[config.mk]
export PLATFORM = sky130hd
export DESIGN_NAME = mac_result_buffer
export DESIGN_NICKNAME = d
export VERILOG_FILES = /design/src/rtl/mac_result_buffer.sv
export SDC_FILE = /design/constraint.sdc
export NUM_CORES = 1
export LEC_CHECK = 0
export CAP_MARGIN = 30
export CORE_MARGIN = 2
export CORE_UTILIZATION = 25
export DETAILED_ROUTE_END_ITERATION = 12
export GPL_TIMING_DRIVEN = 0
export MAX_ROUTING_LAYER = met4
export PLACE_DENSITY = 0.39
export SLEW_MARGIN = 20
export SYNTH_ARGS = -nofsm -noshare
export SYNTH_HDL_FRONTEND = slang
export SYNTH_SLANG_ARGS = --single-unit
[constraint.sdc]
create_clock -name clk -period 3.2 [get_ports clk]
set_input_delay 0.64 -clock clk [delete_from_list [all_inputs] [get_ports clk]]
set_output_delay 0.64 -clock clk [all_outputs]
set_load 0.05 [all_outputs]
[src/rtl/mac_result_buffer.sv]
// mac_result_buffer: captures the final accumulation of each MAC dot product
// and queues it in a small show-ahead FIFO behind a valid/ready handshake.
module mac_result_buffer #(
    parameter int WIDTH   = 28,
    parameter int DEPTH   = 4,
    parameter int VEC_LEN = 4
) (
    input  logic                         clk,
    input  logic                         reset,
    input  logic [WIDTH-1:0]             f_in,
    input  logic                         valid_in,
    output logic [WIDTH-1:0]             out_data,
    output logic                         out_valid,
    input  logic                         out_ready,
    output logic [$clog2(DEPTH+1)-1:0]   count,
    output logic                         group_done,
    output logic                         overflow,
    output logic [$clog2(VEC_LEN):0]     elem_idx
);

    localparam int AW = $clog2(DEPTH);
    localparam int CW = $clog2(DEPTH + 1);
    localparam int EW = $clog2(VEC_LEN) + 1;

    localparam logic [EW-1:0] LAST_IDX = EW'(VEC_LEN - 1);
    localparam logic [CW-1:0] FULL_CNT = CW'(DEPTH);

    logic [WIDTH-1:0] mem [DEPTH];
    logic [AW-1:0]    wr_ptr;
    logic [AW-1:0]    rd_ptr;

    logic complete;
    logic full;
    logic pop;
    logic push;
    logic drop;

    // Handshake and completion decode; a pop at full frees the slot the push needs.
    always_comb begin
        complete  = valid_in && (elem_idx == LAST_IDX);
        full      = (count == FULL_CNT);
        out_valid = (count != '0);
        pop       = out_valid && out_ready;
        push      = complete && (!full || pop);
        drop      = complete && full && !pop;
        out_data  = mem[rd_ptr];
    end

    // Position within the current dot product; wraps on the final element.
    always_ff @(posedge clk) begin
        if (reset) begin
            elem_idx <= '0;
        end else if (valid_in) begin
            if (elem_idx == LAST_IDX)
                elem_idx <= '0;
            else
                elem_idx <= elem_idx + EW'(1);
        end
    end

    // Completion pulse and sticky drop flag.
    always_ff @(posedge clk) begin
        if (reset) begin
            group_done <= 1'b0;
            overflow   <= 1'b0;
        end else begin
            group_done <= complete;
            if (drop)
                overflow <= 1'b1;
        end
    end

    // FIFO pointers and occupancy.
    always_ff @(posedge clk) begin
        if (reset) begin
            wr_ptr <= '0;
            rd_ptr <= '0;
            count  <= '0;
        end else begin
            if (push)
                wr_ptr <= wr_ptr + AW'(1);
            if (pop)
                rd_ptr <= rd_ptr + AW'(1);
            case ({push, pop})
                2'b10:   count <= count + CW'(1);
                2'b01:   count <= count - CW'(1);
                default: count <= count;
            endcase
        end
    end

    // Storage; cleared on reset so the head reads zero afterwards.
    always_ff @(posedge clk) begin
        if (reset) begin
            for (int i = 0; i < DEPTH; i++)
                mem[i] <= '0;
        end else if (push) begin
            mem[wr_ptr] <= f_in;
        end
    end

endmodule
==> summary.md, run 1 <==
| Metric | Value |
|---|---|
| CTS Buf Count | 17 |
| Total Routed Length | 12,900 um |
| Clock buffer depth | 2 |
| Most common cell after layout, fill and taps aside | and2_1 |
| Final slew viol count | 0 |
| Hold Crit Class | flip-flop to flip-flop |
| Mapped Cells | 340 |
| Comb pwr share | 0.194 |
| Starting DRT DRC Count | 152 |
| PwrDens | 629 nW/um2 |
| Hpwl dp | 8030 um |
| Die H | 152 um |
| Status | finished, final reports clean |
| First-pass GRT wire length | 19,400 um |
| Final min period | 3.04 ns |
| Worst R2R Start | elem_idx[0]$_SDFFE_PP0P_ |
| WL/cell | 17.9 um |
| PostCTS Resize Cnt | 24 |
| CP max stage cell | mux4_2 |
| Switching share of power | 0.279 |
| Setup Viol. Count Final | 0 |
| Routed Antenna Nets | 0 |
| Asr flop ratio synth | 0 |
| Max Cap Viol | 0 |
| Setup tns final | 0 ns |
| Internal cell power | 3.23 mW |
| # clock sinks | 126 |
| Maximum vdd drop | 0.000281 V |
| Worst hold path stage count | 2 |
| Total GRT Usage | 0.118 |
| Die Wd | 152 um |
| Number of port buffers | 67 |
| WP data arrival | 2.40 ns |
| Pleak | 2.60 nW |
| Hold Crit Start | overflow$_SDFFE_PP0P_ |
| Ports | 69 |
| Largest stage delay on the critical path | 0.57 ns |
| DR vias | 3,008 |
| Crit path cell chain | buf_2 > buf_4 > mux4_2 > dlygate4sd2_1 |
| Post-synthesis area per instance | 16.2 um2 |
| Share of the yosys chip area belonging to registers | 0.661 |
| Die area | 23,300 um2 |
| Largest net degree at the start of global routing | 29 |
| Worst Clk Skew | 0.00633 ns |
| CP required | 2.56 ns |
| R2r worst-path depth | 6 |
| Most frequent cells in the layout | and2_1 (113), edfxtp_1 (112), clkdlybuf4s50_1 (47) |
| Setup ws final | 0.160 ns |
| Rel. slew slack | 0.438 |
| Vias per cell | 4.17 |
| Clock power share | 0.385 |
| Gp weighted congestion | 0.683 |
| Synth-to-layout area growth | 29.2% |
| Final nets | 462 |
| Setup repair bufs after CTS | 0 |
| CTS tree | built |
| Pre-CTS setup slack | -0.179 ns |
| Net switching power | 1.25 mW |
| Clock Root Buffer | clkbuf_16 |
| Initial antenna violation count | 0 |
| FMAX | 329 MHz |
| Number of diodes | 0 |
| Slew @ Worst Pin | 0.843 ns |
| Syn nets | 374 |
| YS warnings | 0 |
| Clock transition at path regs | 0.05 ns |
| Crit path capture type | output pin |
| Crit Path Category | flip-flop to output pin |
| Synth Register Bits | 126 |
| Hold-fix buffers, CTS | 0 |
| Fill cells | 2,142 |
| Worst Path Max Fanout | 10 |
| Initial Util | 0.253 |
| Gr ovfl total | 0 |
| Flop pwr share | 0.421 |
| Final worst-path cycle share | 0.950 |
| Layout cells sized above 1 | 0.179 |
| Core Area | 21,800 um2 |
| Row cnt | 54 |
| Vias in the first global route | 3,211 |
| Final hold viol count | 0 |
| Detailed-route DRC error count | 0 |
| H-tree Lvls | 4 |
| EDFF count, synth | 112 |
| Most used flip-flop cell after synthesis | edfxtp_1 |
| Unrepaired setup endpoints after global routing | false |
| Area of the mapped netlist | 5510 um2 |
| Worst-Skew Late Latency | 0.41 ns |
| First drt pass iteration count | 4 |
| Crit start category | flip-flop |
| Hold WS | 0.505 ns |
| Distinct cells, synth | 36 |
synthesized netlist by cell type, types with 2 or more instances:
cell / n / share of area
nand2_1: 2 / 0.0014
a31o_2: 2 / 0.0032
nor3_1: 2 / 0.0018
and3_1: 2 / 0.0023
buf_2: 3 / 0.0027
clkbuf_1: 7 / 0.0048
or3_1: 3 / 0.0034
edfxtp_1: 112 / 0.61
inv_1: 6 / 0.0041
o21ai_0: 3 / 0.0027
and2_1: 113 / 0.13
dfxtp_1: 14 / 0.051
clkbuf_2: 2 / 0.0018
xor2_1: 2 / 0.0032
a21oi_1: 2 / 0.0018
mux4_2: 28 / 0.11
xnor2_1: 2 / 0.0032
nor2_1: 10 / 0.0068
buf_6: 8 / 0.016
power by group through the flow:
stage          Clock, mW  Sequential (mW)  Combinational (mW)
2_1_floorplan          0             1.95               0.584
3_3_place_gp           0             1.92               0.903
3_5_place_dp           0             1.92               0.918
4_1_cts             1.76             1.89               0.888
5_1_grt             1.84             1.90               0.920
6_report            1.72             1.89               0.867
stage by stage:
| step | util | total power, mW | area [um2] | instances |
|---|---|---|---|---|
| after floorplan | - | 2.53 | 5520 | 340 |
| after global placement | 0.300 | 2.82 | 6540 | 687 |
| after detailed placement | 0.305 | 2.84 | 6630 | 690 |
| after CTS | 0.327 | 4.54 | 7120 | 721 |
| after global routing | 0.327 | 4.66 | 7120 | 721 |
| final | 0.327 | 4.48 | 7120 | 721 |
cell type report:
type / instances / area (um2) / area share
flip-flops and latches: 126 / 3640 / 0.512
multi-input cells: 188 / 1720 / 0.241
repair buffers: 70 / 728 / 0.102
clock buffers: 21 / 440 / 0.0618
well taps: 280 / 350 / 0.0492
plain buffers: 19 / 145 / 0.0204
clock inverters: 11 / 75.1 / 0.0105
inverters: 6 / 22.5 / 0.00316
routing by layer:
metal | global-route usage | up-vias | wire length, um
li1 | - | 1426 | -
met2 | 0.185 | 60 | 6270
met4 | 0.0304 | 0 | 129
met1 | 0.149 | 1510 | 5990
met5 | - | - | 0
met3 | 0.0367 | 12 | 488
worst paths after layout:
| path | end | slack [ns] |
|---|---|---|
| worst max-delay path | out_data[25] | 0.16 |
| worst min-delay path | overflow$_SDFFE_PP0P_ | 0.51 |
| worst min register to register | overflow$_SDFFE_PP0P_ | 0.51 |
| worst max register to register | mem[0][10]$_SDFFCE_PN0P_ | 0.65 |
worst max-delay path: cells and delay by family (launching register included):
family                 cells  cell delay [ns]
buffers and inverters      3             1.12
muxes                      1             0.57
DFF                        1             0.30
logic make-up (layout without fill, tap and decap cells):
logic type                 count (synthesis)  count (layout)  synth area share
and+or+nand+nor                          140             140             0.164
buffers and inverters                     26             127            0.0297
adders and majority gates                  2               2           0.00590
xor gates and xnor gates                   4               4           0.00636
muxes                                     29              29             0.116
AOI/OAI and AO/OA                         13              13            0.0168
DFF                                      126             126             0.661
registers in the layout, indices dropped and copies added (netlist names), named ones only:
signal	flops
count	3
elem_idx	3
group_done	1
mem	112
overflow	1
rd_ptr	2
wr_ptr	2
(Power assumes the default switching activity.)
==> run 2, diff against run 1 <==
--- a/config.mk
+++ b/config.mk
@@ -9,8 +9,8 @@
 export CORE_MARGIN = 2
 export CORE_UTILIZATION = 25
 export DETAILED_ROUTE_END_ITERATION = 12
+export GPL_ROUTABILITY_DRIVEN = 1
 export GPL_TIMING_DRIVEN = 0
-export MAX_ROUTING_LAYER = met4
 export PLACE_DENSITY = 0.39
 export SLEW_MARGIN = 20
 export SYNTH_ARGS = -nofsm -noshare
==> constraint.sdc (replaced) <==
create_clock -name clk -period 2.9 [get_ports clk]
set_input_delay 0.58 -clock clk [delete_from_list [all_inputs] [get_ports clk]]
set_output_delay 0.58 -clock clk [all_outputs]
set_load 0.05 [all_outputs]
==> run 2 against run 1 <==
Hold slack worse by 0.0026 ns. Via count is essentially flat. Critical path depth shrank 1. Combinational power grew 12%. Register-to-register slack worse by 0.30 ns. Wire length grew 0.12%. Sequential power rose by 10%. Die area is the same. Sequential cell count unchanged. Clock-buffer cell count did not move. Non-clock buffer count is the same. Clock power increased by 10%.
==> summary.md, run 2 (synthesized netlist as in run 1, its figures left out) <==
| Metric | Value |
|---|---|
| Row cnt | 54 (unchanged) |
| Worst Path Max Fanout | 10 (unchanged) |
| Worst Clk Skew | 0.00837 ns (+0.00204 ns) |
| CTS Buf Count | 17 (unchanged) |
| Pleak | 2.61 nW (+0.55%) |
| Hold Crit Class | flip-flop to flip-flop |
| Placement Cell Area | 6630 um2 (unchanged) |
| Status | finished, final reports clean |
| Core Area | 21,800 um2 (unchanged) |
| PwrDens | 694 nW/um2 (+10%) |
| CP required | 2.32 ns (-0.24 ns) |
| H-tree Lvls | 4 (unchanged) |
| Final Instance Area | 7140 um2 (+0.19%) |
| Number of port buffers | 67 (unchanged) |
| Final worst-path cycle share | 0.968 |
| Clock Root Buffer | clkbuf_16 |
| Clock transition at path regs | 0.05 ns (about the same) |
| Hold path endpoint | overflow$_SDFFE_PP0P_ |
| Setup tns final | 0 ns (unchanged) |
| Most common cell after layout, fill and taps aside | and2_1 |
| Vias in the first global route | 3,218 (+0.22%) |
| Setup repair bufs after CTS | 0 (unchanged) |
| WP data arrival | 2.23 ns (-0.17 ns) |
| Comb pwr share | 0.195 (about the same) |
| Final slew viol count | 0 (unchanged) |
| Synth-to-layout area growth | 29.4% |
| Die area | 23,300 um2 (unchanged) |
| Vias per cell | 4.17 (about the same) |
| Die Wd | 152 um (unchanged) |
| Internal cell power | 3.57 mW (+11%) |
| Max Cap Viol | 0 (unchanged) |
| Clock buffer depth | 2 (unchanged) |
| Ports | 69 (unchanged) |
| Fill cells | 2,143 (+0.047%) |
| R2r worst-path depth | 6 (unchanged) |
| Setup Viol. Count Final | 0 (unchanged) |
| Final nets | 462 (unchanged) |
| Crit Path Category | flip-flop to output pin |
| Maximum vdd drop | 0.000308 V (+9.5%) |
| Final min period | 2.81 ns |
| Net switching power | 1.38 mW (+10%) |
| Detailed-route DRC error count | 0 (unchanged) |
| CTS tree | built |
| Initial antenna violation count | 0 (unchanged) |
| Flop pwr share | 0.421 (about the same) |
| Worst-Skew Late Latency | 0.41 ns (about the same) |
| Gp weighted congestion | 0.673 (-1.4%) |
| DR vias | 3,007 (-0.033%) |
| Slew @ Worst Pin | 0.847 ns (+0.00389 ns) |
| Final total power | 4.95 mW (+10%) |
| Non-Filler Instances | 721 (unchanged) |
| Rel. slew slack | 0.436 (-0.00260) |
| Total GRT Usage | 0.114 (-0.00366) |
| Number of diodes | 0 (unchanged) |
| Initial Util | 0.253 (unchanged) |
| Hpwl dp | 8030 um (unchanged) |
| Multi-input logic area | 1720 um2 (unchanged) |
| Unrepaired setup endpoints after global routing | false |
| Regs by FF count | mem x112, count x3, elem_idx x3 |
| # clock sinks | 126 (unchanged) |
| Largest Register | mem |
| Crit start category | flip-flop |
| WL/cell | 17.9 um (+0.12%) |
| First drt pass iteration count | 4 (unchanged) |
| Most frequent cells in the layout | and2_1 (113), edfxtp_1 (112), clkdlybuf4s50_1 (46) |
| FMAX | 356 MHz |
| Final hold viol count | 0 (unchanged) |
| Max reg flops | 112 (unchanged) |
| Worst hold path stage count | 2 (unchanged) |
| Register area | 3640 um2 (about the same) |
| Total Routed Length | 12,900 um (+0.12%) |
| Gr ovfl total | 0 (unchanged) |
| Reg2reg end | mem[0][15]$_SDFFCE_PN0P_ |
| Layout cells sized above 1 | 0.181 (+0.00227) |
| Switching share of power | 0.278 (-0.000872) |
| First-pass GRT wire length | 19,400 um (-0.14%) |
| Starting DRT DRC Count | 171 (+13%) |
| Hold-fix buffers, CTS | 0 (unchanged) |
| Crit path capture type | output pin |
| Worst R2R Start | elem_idx[0]$_SDFFE_PP0P_ |
| Clock power share | 0.384 (about the same) |
| Die H | 152 um (unchanged) |
| Reg2reg setup slack | 0.35 ns (-0.30 ns) |
| Routed Antenna Nets | 0 (unchanged) |
| Largest net degree at the start of global routing | 29 (unchanged) |
| Hold Crit Start | overflow$_SDFFE_PP0P_ |
| Placed Instances | 690 (unchanged) |
-- run 2: changes by cell type in the layout (fill, tap and decap cells not counted) --
cell and change:
dlymetal6s2s_1 +1, clkdlybuf4s50_1 -1, buf_2 -1, dfxtp_1 -1
dfxtp_2 +1, buf_6 +2, buf_4 -1
-- run 2: power groups by stage --
stage	registers (mW)	logic, mW	clock network [mW]
finish	2.08	0.967	1.90
global route	2.09	1.02	2.03
CTS	2.08	0.987	1.95
detailed placement	2.12	1.01	0
global placement	2.12	0.997	0
floorplan	2.15	0.645	0
-- run 2: final cells by class --
| cell class | instances | share of cell area |
|---|---|---|
| timing repair buffer | 70 | 0.102 |
| buffer | 19 | 0.0217 |
| tap | 280 | 0.0491 |
| multi-input combinational | 188 | 0.241 |
| inverter | 6 | 0.00316 |
| clock buffer | 21 | 0.0617 |
| clock inverter | 11 | 0.0105 |
| sequential | 126 | 0.511 |
-- run 2: worst max-delay path by stage --
stage / cells past startpoint / start / endpoint
6_report: 3 / flip-flop / out_data[0]
5_1_grt: 3 / flip-flop / out_data[0]
4_1_cts: 4 / flip-flop / out_data[14]
3_5_place_dp: 4 / flip-flop / out_data[23]
3_3_place_gp: 4 / valid_in / mem[1][11]$_SDFFCE_PN0P_
2_1_floorplan: 4 / elem_idx[0]$_SDFFE_PP0P_ / mem[1][0]$_SDFFCE_PN0P_
-- run 2: metal layers --
layer,track usage,share of wire
met5,0,0
met1,0.147,0.47
met4,0.0304,0.0069
met3,0.0384,0.038
met2,0.186,0.49
-- run 2: stage by stage --
stage                      util  hold WS [ns]  setup slack, ns
final                     0.328         0.502           0.0926
after global routing      0.328         0.542          0.00220
after CTS                 0.328         0.502           0.0162
after detailed placement  0.305         0.486           -0.419
after global placement    0.300         0.491           -0.937
after floorplan               -         0.485            0.195
-- run 2: repair_timing --
item / 4_1_cts / 5_1_grt
setup endpoints to repair: 28 / 11
endpoints found under the hold margin: 0 / 0
resized for setup: 27 / 2
cloned: 0 / 0
-- run 2: critical path: stages, from the launching register on --
cell             delay, ns
dfxtp_1               0.30
buf_4                 0.24
mux4_2                0.56
clkdlybuf4s50_1       0.72
==> run 3, diff against run 2 <==
--- a/config.mk
+++ b/config.mk
@@ -6,6 +6,7 @@
 export NUM_CORES = 1
 export LEC_CHECK = 0
 export CAP_MARGIN = 30
+export CORE_ASPECT_RATIO = 2
 export CORE_MARGIN = 2
 export CORE_UTILIZATION = 25
 export DETAILED_ROUTE_END_ITERATION = 12
==> run 3 against run 2 <==
Combinational power hardly changed. Register-to-register slack better by 0.18 ns. Sequential power hardly changed. Clock skew hardly changed. Core utilization is 0.45 points higher. Setup slack worse by 0.013 ns. Via count is 2.7% higher. Wire length is 4.9% higher. Die area is 0.31% higher. Global-route usage is 1.1 points higher. Largest cell class unchanged.
==> summary.md, run 3 (synthesized netlist as in run 1, its figures left out) <==
| Metric | Value |
|---|---|
| Final nets | 462 (unchanged) |
| Status | finished, final reports clean |
| Slew @ Worst Pin | 0.587 ns (-0.259 ns) |
| Placed Instances | 683 (-1.0%) |
| Die area | 23,300 um2 (+0.31%) |
| Crit start category | flip-flop |
| Number of diodes | 0 (unchanged) |
| WL/cell | 18.9 um (+5.9%) |
| CTS Buf Count | 17 (unchanged) |
| Layout cells sized above 1 | 0.197 (+0.0159) |
| Pre-CTS setup slack | -0.399 ns (+0.0198 ns) |
| Largest delay share family, worst path | buffers and inverters |
| Ports | 69 (unchanged) |
| CP required | 2.32 ns (about the same) |
| CP max stage cell | clkdlybuf4s50_1 |
| H-tree Lvls | 4 (unchanged) |
| Die Wd | 109 um (-29%) |
| Initial antenna violation count | 0 (unchanged) |
| Final worst-path cycle share | 0.972 (+0.00438) |
| Most common cell after layout, fill and taps aside | and2_1 |
| Pleak | 2.66 nW (+1.9%) |
| Fill cells | 2,115 (-1.3%) |
| Clock power share | 0.405 (+0.021) |
| FMAX | 355 MHz (-0.45%) |
| Largest net degree at the start of global routing | 29 (unchanged) |
| Final hold viol count | 0 (unchanged) |
| Initial Util | 0.255 (+0.00200) |
| Synth-to-layout area growth | 30.2% |
| Final total power | 5.13 mW (+3.6%) |
| Hold Crit Class | flip-flop to flip-flop |
| Hpwl dp | 8760 um (+9.1%) |
| Vias in the first global route | 3,466 (+7.7%) |
| Switching share of power | 0.279 (+0.000646) |
| CTS tree | built |
| Detailed-route DRC error count | 0 (unchanged) |
| Non-Filler Instances | 714 (-0.97%) |
| Total Routed Length | 13,500 um (+4.9%) |
| Crit Path Category | flip-flop to output pin |
| Rel. slew slack | 0.609 (+0.173) |
| Unrepaired setup endpoints after global routing | false |
| Largest Register | mem |
| Core Area | 21,600 um2 (-0.78%) |
| Worst R2R Start | elem_idx[0]$_SDFFE_PP0P_ |
| Gp weighted congestion | 0.684 (+1.6%) |
| Starting DRT DRC Count | 160 (-6.4%) |
| Setup ws final | 0.0799 ns (-0.0127 ns) |
| WP data arrival | 2.24 ns (about the same) |
| Internal cell power | 3.70 mW (+3.5%) |
| Flop pwr share | 0.407 (-0.014) |
| DR vias | 3,088 (+2.7%) |
| Crit path capture type | output pin |
| Maximum vdd drop | 0.000352 V (+14%) |
| First-pass GRT wire length | 20,500 um (+5.8%) |
| Setup repair bufs after CTS | 0 (unchanged) |
| Worst Clk Skew | 0.00873 ns (+0.000356 ns) |
| Comb pwr share | 0.188 (-0.007) |
| Die H | 214 um (+40%) |
| PwrDens | 714 nW/um2 (+3.0%) |
| # clock sinks | 126 (unchanged) |
| Final slew viol count | 0 (unchanged) |
| Regs by FF count | mem x112, count x3, elem_idx x3 |
| Net switching power | 1.43 mW (+3.8%) |
| Clock transition at path regs | 0.06 ns (about the same) |
| Worst path bufs/invs | 2 (unchanged) |
| Vias per cell | 4.32 (+3.7%) |
| Gr ovfl total | 0 (unchanged) |
| Worst-Skew Late Latency | 0.42 ns (about the same) |
| Routed Antenna Nets | 0 (unchanged) |
| Row cnt | 76 (+41%) |
| Number of port buffers | 67 (unchanged) |
| First drt pass iteration count | 4 (unchanged) |
| Hold Crit Start | overflow$_SDFFE_PP0P_ |
| Crit path cell chain | buf_4 > mux4_2 > clkdlybuf4s50_1 |
| Max Cap Viol | 0 (unchanged) |
| Clock Root Buffer | clkbuf_16 |
| Largest stage delay on the critical path | 0.72 ns (about the same) |
| Max reg flops | 112 (unchanged) |
| Final min period | 2.82 ns (+0.0127 ns) |
| Worst Path Max Fanout | 10 (unchanged) |
| Clock buffer depth | 2 (unchanged) |
| Total GRT Usage | 0.125 (+0.0111) |
| Reg2reg setup slack | 0.53 ns (+0.18 ns) |
| Most frequent cells in the layout | and2_1 (113), edfxtp_1 (112), clkdlybuf4s50_1 (42) |
| Setup Viol. Count Final | 0 (unchanged) |
| Setup tns final | 0 ns (unchanged) |
run 3: cell count changes in the layout (fill, tap and decap cells not counted), sizes merged:
| cell | change |
|---|---|
| clkinv | -5 |
| dlygate4sd2 | +2 |
| bufinv | -1 |
| clkdlybuf4s50 | -4 |
| dlymetal6s2s | +1 |
| inv | +3 |
| clkbuf | +4 |
run 3: repair_timing:
item,4_1_cts,5_1_grt
hold buffers,0,0
setup endpoints to repair,28,27
gates resized for setup,31,5
run 3: per-stage QoR:
stage               instance area (um2)  hold slack (ns)   util
detailed placement                 6600            0.478  0.306
finish                             7180            0.494  0.332
floorplan                          5520            0.485      -
CTS                                7170            0.498  0.332
global placement                   6530            0.459  0.302
global route                       7180            0.518  0.332
run 3: final timing paths:
path                                           endpoint  depth (start not counted)
worst max-delay path                        out_data[0]                          3
worst min-delay path              overflow$_SDFFE_PP0P_                          2
worst max register to register  mem[0][9]$_SDFFCE_PN0P_                          6
worst min register to register    overflow$_SDFFE_PP0P_                          2
run 3: worst register-to-register path: cells and delay by family, from the launching register on:
kind | cells | cell delay, ns
buf+inv | 1 | 0.19
fa+ha+maj | 1 | 0.30
flops | 1 | 0.38
simple gates | 4 | 1.11
run 3: area by class of cell:
cell class / count / area, um2 / area share
Multi-Input combinational cell: 188 / 1720 / 0.240
Buffer: 19 / 155 / 0.0216
Inverter: 6 / 22.5 / 0.00314
Sequential cell: 126 / 3640 / 0.508
Clock inverter: 8 / 47.5 / 0.00662
Timing Repair Buffer: 70 / 711 / 0.0990
Clock buffer: 24 / 536 / 0.0746
Tap cell: 273 / 342 / 0.0476
run 3: power groups by stage:
stage / Combinational [mW] / Sequential (mW) / Clock (mW)
after floorplan: 0.645 / 2.15 / 0
after global routing: 1.02 / 2.09 / 2.19
after global placement: 0.999 / 2.12 / 0
after CTS: 0.991 / 2.09 / 2.12
after detailed placement: 1.02 / 2.12 / 0
final: 0.964 / 2.08 / 2.08
run 3: per-layer routing:
layer  wire length, um  global-route usage  up-vias
met5                 0                   0        -
met4               294              0.0573        0
met3               512              0.0313       19
met1              4890               0.128     1564
li1                  -                   -     1432
met2              7820               0.231       73
